File: src/rtl/drive_pkg.sv
// Shared definitions for the wheel-speed path: FSM encoding, default tuning
// constants and a saturating-increment helper.
package drive_pkg;

   typedef logic [1:0] fsm_state_t;

   localparam fsm_state_t ST_IDLE    = 2'd0;
   localparam fsm_state_t ST_LAUNCH  = 2'd1;
   localparam fsm_state_t ST_DIVIDE  = 2'd2;
   localparam fsm_state_t ST_CAPTURE = 2'd3;

   localparam logic [31:0] DEF_SPEED_SCALE  = 32'd50_000_000;
   localparam logic [31:0] DEF_STALL_CYCLES = 32'd25_000_000;
   localparam logic [7:0]  DEF_DIV_TIMEOUT  = 8'd64;

   function automatic logic [31:0] sat_inc(input logic [31:0] value, input logic [31:0] limit);
      return (value >= limit) ? limit : value + 32'd1;
   endfunction

endpackage

File: src/rtl/edge_sync_detect.sv
// Two-flop synchronizer for an asynchronous encoder channel followed by a
// single-cycle rising-edge pulse.
module edge_sync_detect
   import drive_pkg::*;
(
   input  logic clk,
   input  logic reset,
   input  logic async_i,
   output logic rise_o
);

   logic meta_q;
   logic sync_q;
   logic prev_q;

   always_ff @(posedge clk) begin
      if (reset) begin
         meta_q <= 1'b0;
         sync_q <= 1'b0;
         prev_q <= 1'b0;
      end else begin
         meta_q <= async_i;
         sync_q <= meta_q;
         prev_q <= sync_q;
      end
   end

   assign rise_o = sync_q & ~prev_q;

endmodule

File: src/rtl/encoder_period_to_speed.sv
// Measures encoder edge period in clock cycles and sequences an external
// serial divider to publish speed = SPEED_SCALE / period.
module encoder_period_to_speed
   import drive_pkg::*;
#(
   parameter logic [31:0] SPEED_SCALE  = DEF_SPEED_SCALE,
   parameter logic [31:0] STALL_CYCLES = DEF_STALL_CYCLES,
   parameter logic [7:0]  DIV_TIMEOUT  = DEF_DIV_TIMEOUT
) (
   input  logic        clk,
   input  logic        reset,
   input  logic        enc_a,
   output logic        div_reset,
   output logic        div_start,
   output logic [31:0] div_dividend,
   output logic [31:0] div_divisor,
   input  logic [31:0] div_quotient,
   input  logic        div_done,
   output logic [31:0] speed,
   output logic        speed_valid,
   output logic        stalled,
   output logic        overrun,
   output logic        div_error
);

   logic        enc_rise;

   fsm_state_t  state_q, state_d;
   logic [31:0] cnt_q, cnt_d;
   logic        armed_q, armed_d;
   logic        pending_q, pending_d;
   logic [31:0] hold_q, hold_d;
   logic [7:0]  wait_q, wait_d;
   logic [31:0] divisor_q, divisor_d;
   logic [31:0] speed_q, speed_d;
   logic        valid_q, valid_d;
   logic        stalled_q, stalled_d;
   logic        overrun_q, overrun_d;
   logic        error_q, error_d;

   logic        consume;
   logic        stall_evt;

   edge_sync_detect u_edge (
      .clk     (clk),
      .reset   (reset),
      .async_i (enc_a),
      .rise_o  (enc_rise)
   );

   always_comb begin
      cnt_d     = enc_rise ? 32'd1 : sat_inc(cnt_q, STALL_CYCLES);
      consume   = (state_q == ST_IDLE) && pending_q;
      stall_evt = armed_q && (cnt_q == STALL_CYCLES);

      state_d   = state_q;
      armed_d   = armed_q;
      pending_d = pending_q;
      hold_d    = hold_q;
      wait_d    = wait_q;
      divisor_d = divisor_q;
      speed_d   = speed_q;
      valid_d   = 1'b0;
      stalled_d = stalled_q;
      overrun_d = 1'b0;
      error_d   = 1'b0;

      case (state_q)
         ST_IDLE: begin
            if (pending_q) begin
               divisor_d = hold_q;
               pending_d = 1'b0;
               state_d   = ST_LAUNCH;
            end
         end
         ST_LAUNCH: begin
            wait_d  = 8'd0;
            state_d = ST_DIVIDE;
         end
         ST_DIVIDE: begin
            wait_d = wait_q + 8'd1;
            // Quotient is taken on the same edge that first sees done, so the
            // valid pulse lands in the CAPTURE cycle.
            if (div_done) begin
               speed_d   = div_quotient;
               valid_d   = 1'b1;
               stalled_d = 1'b0;
               state_d   = ST_CAPTURE;
            end else if (wait_d == DIV_TIMEOUT) begin
               error_d = 1'b1;
               state_d = ST_IDLE;
            end
         end
         default: begin
            state_d = ST_IDLE;
         end
      endcase

      if (enc_rise) begin
         if (!armed_q) begin
            armed_d = 1'b1;
         end else if (cnt_q < STALL_CYCLES) begin
            hold_d    = cnt_q;
            pending_d = 1'b1;
            overrun_d = pending_q && !consume;
         end
      end

      // Stall overrides a coincident capture; an edge landing on the stall
      // cycle becomes the new reference edge.
      if (stall_evt) begin
         armed_d   = enc_rise;
         pending_d = 1'b0;
         speed_d   = 32'd0;
         stalled_d = 1'b1;
         valid_d   = 1'b1;
      end
   end

   always_ff @(posedge clk) begin
      if (reset) begin
         state_q   <= ST_IDLE;
         cnt_q     <= 32'd0;
         armed_q   <= 1'b0;
         pending_q <= 1'b0;
         hold_q    <= 32'd0;
         wait_q    <= 8'd0;
         divisor_q <= 32'd0;
         speed_q   <= 32'd0;
         valid_q   <= 1'b0;
         stalled_q <= 1'b1;
         overrun_q <= 1'b0;
         error_q   <= 1'b0;
      end else begin
         state_q   <= state_d;
         cnt_q     <= cnt_d;
         armed_q   <= armed_d;
         pending_q <= pending_d;
         hold_q    <= hold_d;
         wait_q    <= wait_d;
         divisor_q <= divisor_d;
         speed_q   <= speed_d;
         valid_q   <= valid_d;
         stalled_q <= stalled_d;
         overrun_q <= overrun_d;
         error_q   <= error_d;
      end
   end

   // div_start is gated by reset so it falls in the cycle reset is applied.
   assign div_reset    = (state_q == ST_LAUNCH);
   assign div_start    = (state_q == ST_DIVIDE) && !reset;
   assign div_dividend = SPEED_SCALE;
   assign div_divisor  = divisor_q;
   assign speed        = speed_q;
   assign speed_valid  = valid_q;
   assign stalled      = stalled_q;
   assign overrun      = overrun_q;
   assign div_error    = error_q;

endmodule

File: config.mk
export PLATFORM = sky130hd
export DESIGN_NAME = encoder_period_to_speed
export DESIGN_NICKNAME = d
export VERILOG_FILES = /design/src/rtl/drive_pkg.sv /design/src/rtl/edge_sync_detect.sv /design/src/rtl/encoder_period_to_speed.sv
export SDC_FILE = /design/constraint.sdc
export NUM_CORES = 1
export LEC_CHECK = 0
export BUFFER_PORTS_ARGS = -buffer_cell sky130_fd_sc_hd__buf_4
export CORE_AREA = 3 3 114 116
export CTS_CLUSTER_SIZE = 20
export DETAILED_ROUTE_END_ITERATION = 12
export DIE_AREA = 0 0 117 119
export PLACE_DENSITY = 0.83
export SLEW_MARGIN = 15
export SYNTH_ARGS = -nofsm -noshare
export SYNTH_HDL_FRONTEND = slang
export SYNTH_SLANG_ARGS = --single-unit
File: constraint.sdc
create_clock -name clk -period 2.3 [get_ports clk]
set_input_delay 0.115 -clock clk [delete_from_list [all_inputs] [get_ports clk]]
set_output_delay 0.115 -clock clk [all_outputs]
set_load 0.02 [all_outputs]
==> results of run 1 <==
## path summary, 6_finish.rpt
path	startpoint	endpoint	slack, ps	depth (start not counted)
max	cnt_q[27]$_SDFF_PP0_	hold_q[10]$_SDFFE_PP0P_	110	6
min reg2reg	u_edge.meta_q$_SDFF_PP0_	u_edge.sync_q$_SDFF_PP0_	450	1
max reg2reg	cnt_q[27]$_SDFF_PP0_	hold_q[10]$_SDFFE_PP0P_	110	6
min	reset	wait_q[2]$_SDFFE_PP0P_	60	2
## cell families (layout without fill, tap and decap cells)
group	count (synthesis)	after routing	share of synthesized area, %
AND/OR/NAND/NOR	281	281	22.18
AO/OA/AOI/OAI	160	160	15.67
flip-flops	147	147	48.81
buffers and inverters	92	196	8.425
XOR/XNOR	23	23	3.341
adder cells (fa/ha/maj)	7	7	1.453
other	2	39	0.1246
## worst max-delay path, stage by stage, from the launching register on
cell and delay, ps:
dfxtp_1 290, or4_4 530, or2_4 280, a221o_1 310, buf_4 210, o31ai_1 310, a21oi_1 120
## per-stage QoR
step | utilization [%] | setup WS (ps) | instance area [µm²] | total power [W] | hold WS [ps]
2_1_floorplan | - | 257.7 | 6168 | 0.002803 | 193.0
3_3_place_gp | 56.84 | 218.8 | 6828 | 0.002827 | 326.1
3_5_place_dp | 56.84 | 127.4 | 6828 | 0.002829 | 322.2
4_1_cts | 64.63 | 98.51 | 7762 | 0.005623 | 40.75
5_1_grt | 64.63 | 21.40 | 7762 | 0.005776 | 70.29
6_report | 64.63 | 105.1 | 7762 | 0.005609 | 55.75
## repair_timing
item                      CTS  global route
resized for setup           0             0
hold endpoints to repair   34             0
hold buffers               34             0
## metal layers
metal / track usage, % / part of all wire [%] / vias to the layer above / routed length (µm)
met1: 26.60 / 42 / 2465 / 6111
met3: 5.234 / 6.2 / 39 / 898
met2: 32.11 / 49 / 209 / 7127
met5: 0 / 0 / - / 0
met4: 10.11 / 2.9 / 0 / 418
li1: - / - / 2634 / -
## Yosys cell counts, types with 3 or more instances
library cell / count
dfxtp_1: 147
nand2_1: 147
a21oi_1: 112
nand4_1: 37
buf_4: 35
clkbuf_1: 35
nor2_1: 28
o31ai_1: 25
xor2_1: 16
nand3_1: 15
inv_1: 10
nor3b_1: 10
nor4_1: 8
and2_1: 7
buf_2: 7
ha_1: 7
o21ai_0: 7
xnor2_1: 7
nand2b_1: 6
nor2b_1: 5
nor3_1: 4
a211oi_1: 3
and3_1: 3
buf_6: 3
## sequential cells by signal, summed over array words and instances, names as in the netlist
signal and cells:
u_edge.prev_q 1, speed_valid 1, overrun 1, u_edge.sync_q 1, div_error 1, cnt_q 32
u_edge.meta_q 1, hold_q 32, stalled 1, armed_q 1, div_divisor 32, pending_q 1
speed 32, wait_q 8, state_q 2
## layout make-up
type                    instances  area (µm²)  share of cell area (%)
well taps                     147       183.9                   2.369
clock buffers                  23       467.9                   6.028
clock inverters                 8       126.4                   1.628
multi-input cells             510        2718                   35.01
inverters                      10       37.54                  0.4836
repair buffers                155        1286                   16.57
flip-flops and latches        147        2943                   37.91
## power by group
group / internal, W / leakage (nW) / switching, W
clock network: 0.00176 / 0.280 / 0.00102
logic: 0.000102 / 1.45 / 0.000131
registers: 0.00257 / 1.19 / 0.0000262
total: 0.00443 / 2.92 / 0.00118
==> reports/metrics.cfg, run 1 <==
[outcome]
outcome = completed

[timing]
finalSetupViolations = 0
fin_crit_ps = 2195
clock_skew_ps = 8.235
period_share_pct = 95.43
tightest_slew_ps = 1062
max_freq_mhz = 455.6
tns_ps = 0
hold_viol_final = 0
rsz0062_at_grt = no
drv_slew = 0
maxSlewHeadroom_pct = 29.23

[clock_network]
path_clk_slew_ps = 60
post_cts_buffers = 0
cts-root-buf = clkbuf_16
numCtsBuffers = 17
h-tree-depth = 4
clk_latency_ps = 420
cts_max_path_buffers = 2
cts_tree = built
cts.sinks = 147

[critical_path]
path_max_fanout = 18
critPathKind = reg -> reg
cp-start-kind = flip-flop
endpoint_kind = flip-flop
critPathRequiredTime_ps = 2580
arrival_ps = 2470

[placement]
post-dp-hpwl_um = 8624
dp.cells = 935
portBuffers = 105
gp_congestion = 0.8465

[layout]
nets = 884
area_growth_pct = 28.74
drive_gt1_share_pct = 18.52
layout_common_cells = nand2_1 (147), dfxtp_1 (147), buf_4 (118)
n_fill_cell = 920
stdcell_count = 1000
n_antenna_cell = 0

[global_route]
grt_pass1_vias = 4886
overflow = 0
grt_pass1_wl_um = 23190
antenna_found_initial = 0
gr-usage-all-layers_pct = 20.70
grt_max_degree = 60

[yosys]
synth_top_area_cell = dfxtp_1
synthCells = 712
ys.flop_type = dfxtp_1
synthArstFlopShare_pct = 0
yosys_register_bits = 147
synth_top_area_share_pct = 48.81
yosysWarnings = 0
synthesis.area_um2 = 6030
synth_cell_types = 48
synth_enable_flop_cells = 0
synth_area_leaders = dfxtp_1 (49%), a21oi_1 (9.3%), nand2_1 (9.2%)
yosysSeqAreaShare_pct = 48.81
syn_area_per_cell_um2 = 8.468

[job]
cap_violations = 0

[drt]
vias = 5347
vias_per_cell = 5.347
wl_per_cell_um = 14.56
drt_pass1_iterations = 5
ant_nets = 0
drt_iter0_drc = 418
drc = 0
wl_um = 14560

[floorplan]
die_area_um2 = 13920
fp-row-count = 40
initial_core_util_pct = 50.20
core_um2 = 12010
die_h_um = 119
num_io_pins = 138
fp.dieW_um = 117

[pwr]
p_per_area_nw_per_um2 = 722.6
ir_drop_mv = 0.4876
leakagePower_nw = 2.918

[hold_path]
min_path_type = in -> reg

Note: power is estimated with default switching activity, not from simulation.
==> inputs of run 2 (changes only) <==
--- a/config.mk
+++ b/config.mk
@@ -6,10 +6,10 @@
 export NUM_CORES = 1
 export LEC_CHECK = 0
 export BUFFER_PORTS_ARGS = -buffer_cell sky130_fd_sc_hd__buf_4
-export CORE_AREA = 3 3 114 116
+export CORE_AREA = 3 3 117 119
 export CTS_CLUSTER_SIZE = 20
 export DETAILED_ROUTE_END_ITERATION = 12
-export DIE_AREA = 0 0 117 119
+export DIE_AREA = 0 0 120 122
 export PLACE_DENSITY = 0.83
 export SLEW_MARGIN = 15
 export SYNTH_ARGS = -nofsm -noshare
==> constraint.sdc (replaced) <==
create_clock -name clk -period 2 [get_ports clk]
set_input_delay 0.1 -clock clk [delete_from_list [all_inputs] [get_ports clk]]
set_output_delay 0.1 -clock clk [all_outputs]
set_load 0.02 [all_outputs]
==> run 2 against run 1 <==
The flow now finishes with violations (setup timing). Power grew 20%. Die area grew 5.1%. Register-to-register slack got worse by 270 ps. Sequential cell count stayed put. Cell count rose by 5.4%. Largest cell class unchanged. Highest routed layer unchanged.
==> reports/metrics.cfg, run 2 (synthesis results as in run 1) <==
[outcome]
outcome = complete, but fails checks
violations = setup timing

[critical_path]
worst-path-buf-inv = 3  ; +2
critPathRequiredTime_ps = 2350  ; -230 ps
max_stage_delay_ps = 530  ; about the same
slowest_stage = or4_4
r2r-end = hold_q[20]$_SDFFE_PP0P_
reg2reg_from = cnt_q[27]$_SDFF_PP0_
reg2regPathDepth = 8  ; +2
r2r_setup_slack_ps = -160  ; -270 ps
crit_chain = or4_4, or2_4, buf_4, a221oi_4, buf_6, buf_8, nand4_1, a21oi_2
path_max_fanout = 10  ; -8
critPathKind = reg -> reg
cp-start-kind = flip-flop
arrival_ps = 2510  ; +40 ps
endpoint_kind = flip-flop
critical_path.top_delay_family = simple AND/OR/NAND/NOR gates

[pwr]
p_per_area_nw_per_um2 = 820.4  ; +14%
netSwitchingFraction_pct = 20.55  ; -0.44 points
switching_power_w = 0.001386  ; +18%
power.share.sequential_pct = 44.2  ; -2.1 points
power_frac_clock_pct = 51.4  ; +1.9 points
p_total_w = 0.006744  ; +20%
combPwrFrac_pct = 4.4  ; +0.2 points
leakagePower_nw = 3.125  ; +7.1%
ir_drop_mv = 0.6023  ; +24%
power.internal_w = 0.005358  ; +21%

[placement]
portBuffers = 105  ; unchanged
post-dp-hpwl_um = 8979  ; +4.1%
placedInstanceArea_um2 = 7052  ; +3.3%
gp_congestion = 0.9029  ; +6.7%

[global_route]
grt_busiest_layer = met2
grt_util_met3_pct = 6.407  ; +1.2 points
grt_max_degree = 55  ; -8.3%
antenna_found_initial = 0  ; unchanged
gr-usage-all-layers_pct = 21.03  ; +0.33 points
grtUsageMet2_pct = 32.63  ; +0.52 points
overflow = 0  ; unchanged
met1_usage_pct = 27.15  ; +0.55 points
grt_pass1_wl_um = 25050  ; +8.0%
grt_pass1_vias = 5140  ; +5.2%

[floorplan]
fp.dieW_um = 120  ; +2.6%
die_area_um2 = 14640  ; +5.1%
fp-row-count = 41  ; +2.5%
core_um2 = 12670  ; +5.5%
num_io_pins = 138  ; unchanged
initial_core_util_pct = 47.59  ; -2.6 points
die_h_um = 122  ; +2.5%

[clock_network]
h-tree-depth = 4  ; unchanged
path_clk_slew_ps = 60  ; about the same
cts_tree = built
clk_latency_ps = 430  ; about the same
numCtsBuffers = 17  ; unchanged
cts_max_path_buffers = 2  ; unchanged
cts.sinks = 147  ; unchanged
cts-root-buf = clkbuf_16

[timing]
maxSlewHeadroom_pct = 62.02  ; +33 points
rsz0062_at_grt = yes
period_share_pct = 108.2  ; +13 points
hold_viol_final = 0  ; unchanged
fin_crit_ps = 2164  ; -31.33 ps
drv_slew = 0  ; unchanged
finalWorstSetupSlack_ps = -163.6  ; -268.7 ps
hold_ws_ps = 58.68  ; +2.934 ps
tightest_slew_ps = 569.7  ; -491.9 ps
clock_skew_ps = 11.64  ; +3.402 ps
max_freq_mhz = 462.2  ; +1.4%
finalSetupViolations = 88  ; +88

[hold_path]
hold_path_depth = 2  ; unchanged
min_from = reset
min_path_type = in -> reg
min_to = wait_q[5]$_SDFFE_PP0P_

[drt]
vias_per_cell = 5.287  ; -1.1%
wl_per_cell_um = 14.98  ; +2.9%
drc = 0  ; unchanged
drt_iter0_drc = 530  ; +27%
vias = 5572  ; +4.2%
ant_nets = 0  ; unchanged
drt_pass1_iterations = 5  ; unchanged
wl_um = 15790  ; +8.5%

[job]
cap_violations = 0  ; unchanged

[layout]
layout_common_cells = nand2_1 (147), dfxtp_1 (147), buf_4 (137)
n_fill_cell = 993  ; +7.9%
n_antenna_cell = 0  ; unchanged
area_growth_pct = 36.34
nets = 914  ; +3.4%
drive_gt1_share_pct = 23.24  ; +4.7 points
fin_area_um2 = 8220  ; +5.9%

run 2: cell count changes in the layout (fill, tap and decap cells not counted), moves of 3 or more:
cell	delta
buf_4	+19
clkinv_4	+3
nor2_4	+6
a21oi_1	-3
buf_6	+7
a21oi_2	+3
nor2_1	-6
clkinvlp_4	-3
run 2: worst reg2reg max path, cell delays in order (launching register included):
cell and delay [ps]:
dfxtp_1 290, or4_4 530, or2_4 240, buf_4 140, a221oi_4 230, buf_6 170, buf_8 130, nand4_1 160
a21oi_2 200
run 2: worst max path at each step:
stage                     slack (ps)  depth (start not counted)                 endpoint                 start
after floorplan                   -7                          7  hold_q[10]$_SDFFE_PP0P_  cnt_q[27]$_SDFF_PP0_
after global placement           -60                          6  hold_q[26]$_SDFFE_PP0P_  cnt_q[27]$_SDFF_PP0_
after detailed placement        -150                          7  hold_q[20]$_SDFFE_PP0P_  cnt_q[27]$_SDFF_PP0_
after CTS                        -80                          6  hold_q[30]$_SDFFE_PP0P_  cnt_q[27]$_SDFF_PP0_
after global routing            -240                          8  hold_q[20]$_SDFFE_PP0P_  cnt_q[27]$_SDFF_PP0_
final                           -160                          8  hold_q[20]$_SDFFE_PP0P_  cnt_q[27]$_SDFF_PP0_
run 2: per-layer routing:
layer	routed length [µm]	part of all wire, %
met4	412	2.6
met5	0	0
met3	1213	7.7
met1	6493	41
met2	7671	49
run 2: final cells by class:
cell class | instances | area, µm² | share of cell area [%]
well taps | 172 | 215.2 | 2.618
flip-flops and latches | 147 | 2943 | 35.80
clock inverters | 8 | 176.4 | 2.146
clock buffers | 22 | 464.2 | 5.647
inverters | 10 | 37.54 | 0.4566
repair buffers | 185 | 1568 | 19.07
multi-input cells | 510 | 2816 | 34.26
run 2: power groups by stage:
stage / registers (W) / logic (W) / clock network [W]
finish: 0.00298 / 0.000298 / 0.00347
global route: 0.00298 / 0.000319 / 0.00364
CTS: 0.00298 / 0.000286 / 0.00350
detailed placement: 0.00304 / 0.000229 / 0
global placement: 0.00304 / 0.000226 / 0
floorplan: 0.00304 / 0.000181 / 0
run 2: stage by stage:
stage / utilization (%) / instances / TNS (ps) / setup slack [ps]
6_report: 64.88 / 1054 / -3880 / -163.6
2_1_floorplan: - / 749 / -147.8 / -7.393
3_3_place_gp: 55.65 / 984 / -1238 / -64.90
4_1_cts: 64.00 / 1053 / -2535 / -77.61
5_1_grt: 64.88 / 1054 / -13600 / -235.7
3_5_place_dp: 55.65 / 984 / -4286 / -148.6
run 2: repair_timing:
| item | 4_1_cts | 5_1_grt |
|---|---|---|
| setup endpoints to repair | 69 | 127 |
| pin swaps | 2 | 7 |
| hold endpoints to repair | 34 | 0 |
| gates cloned | 1 | 1 |
| gates resized for setup | 12 | 26 |
| hold buffers | 34 | 0 |
| buffers inserted | 4 | 0 |
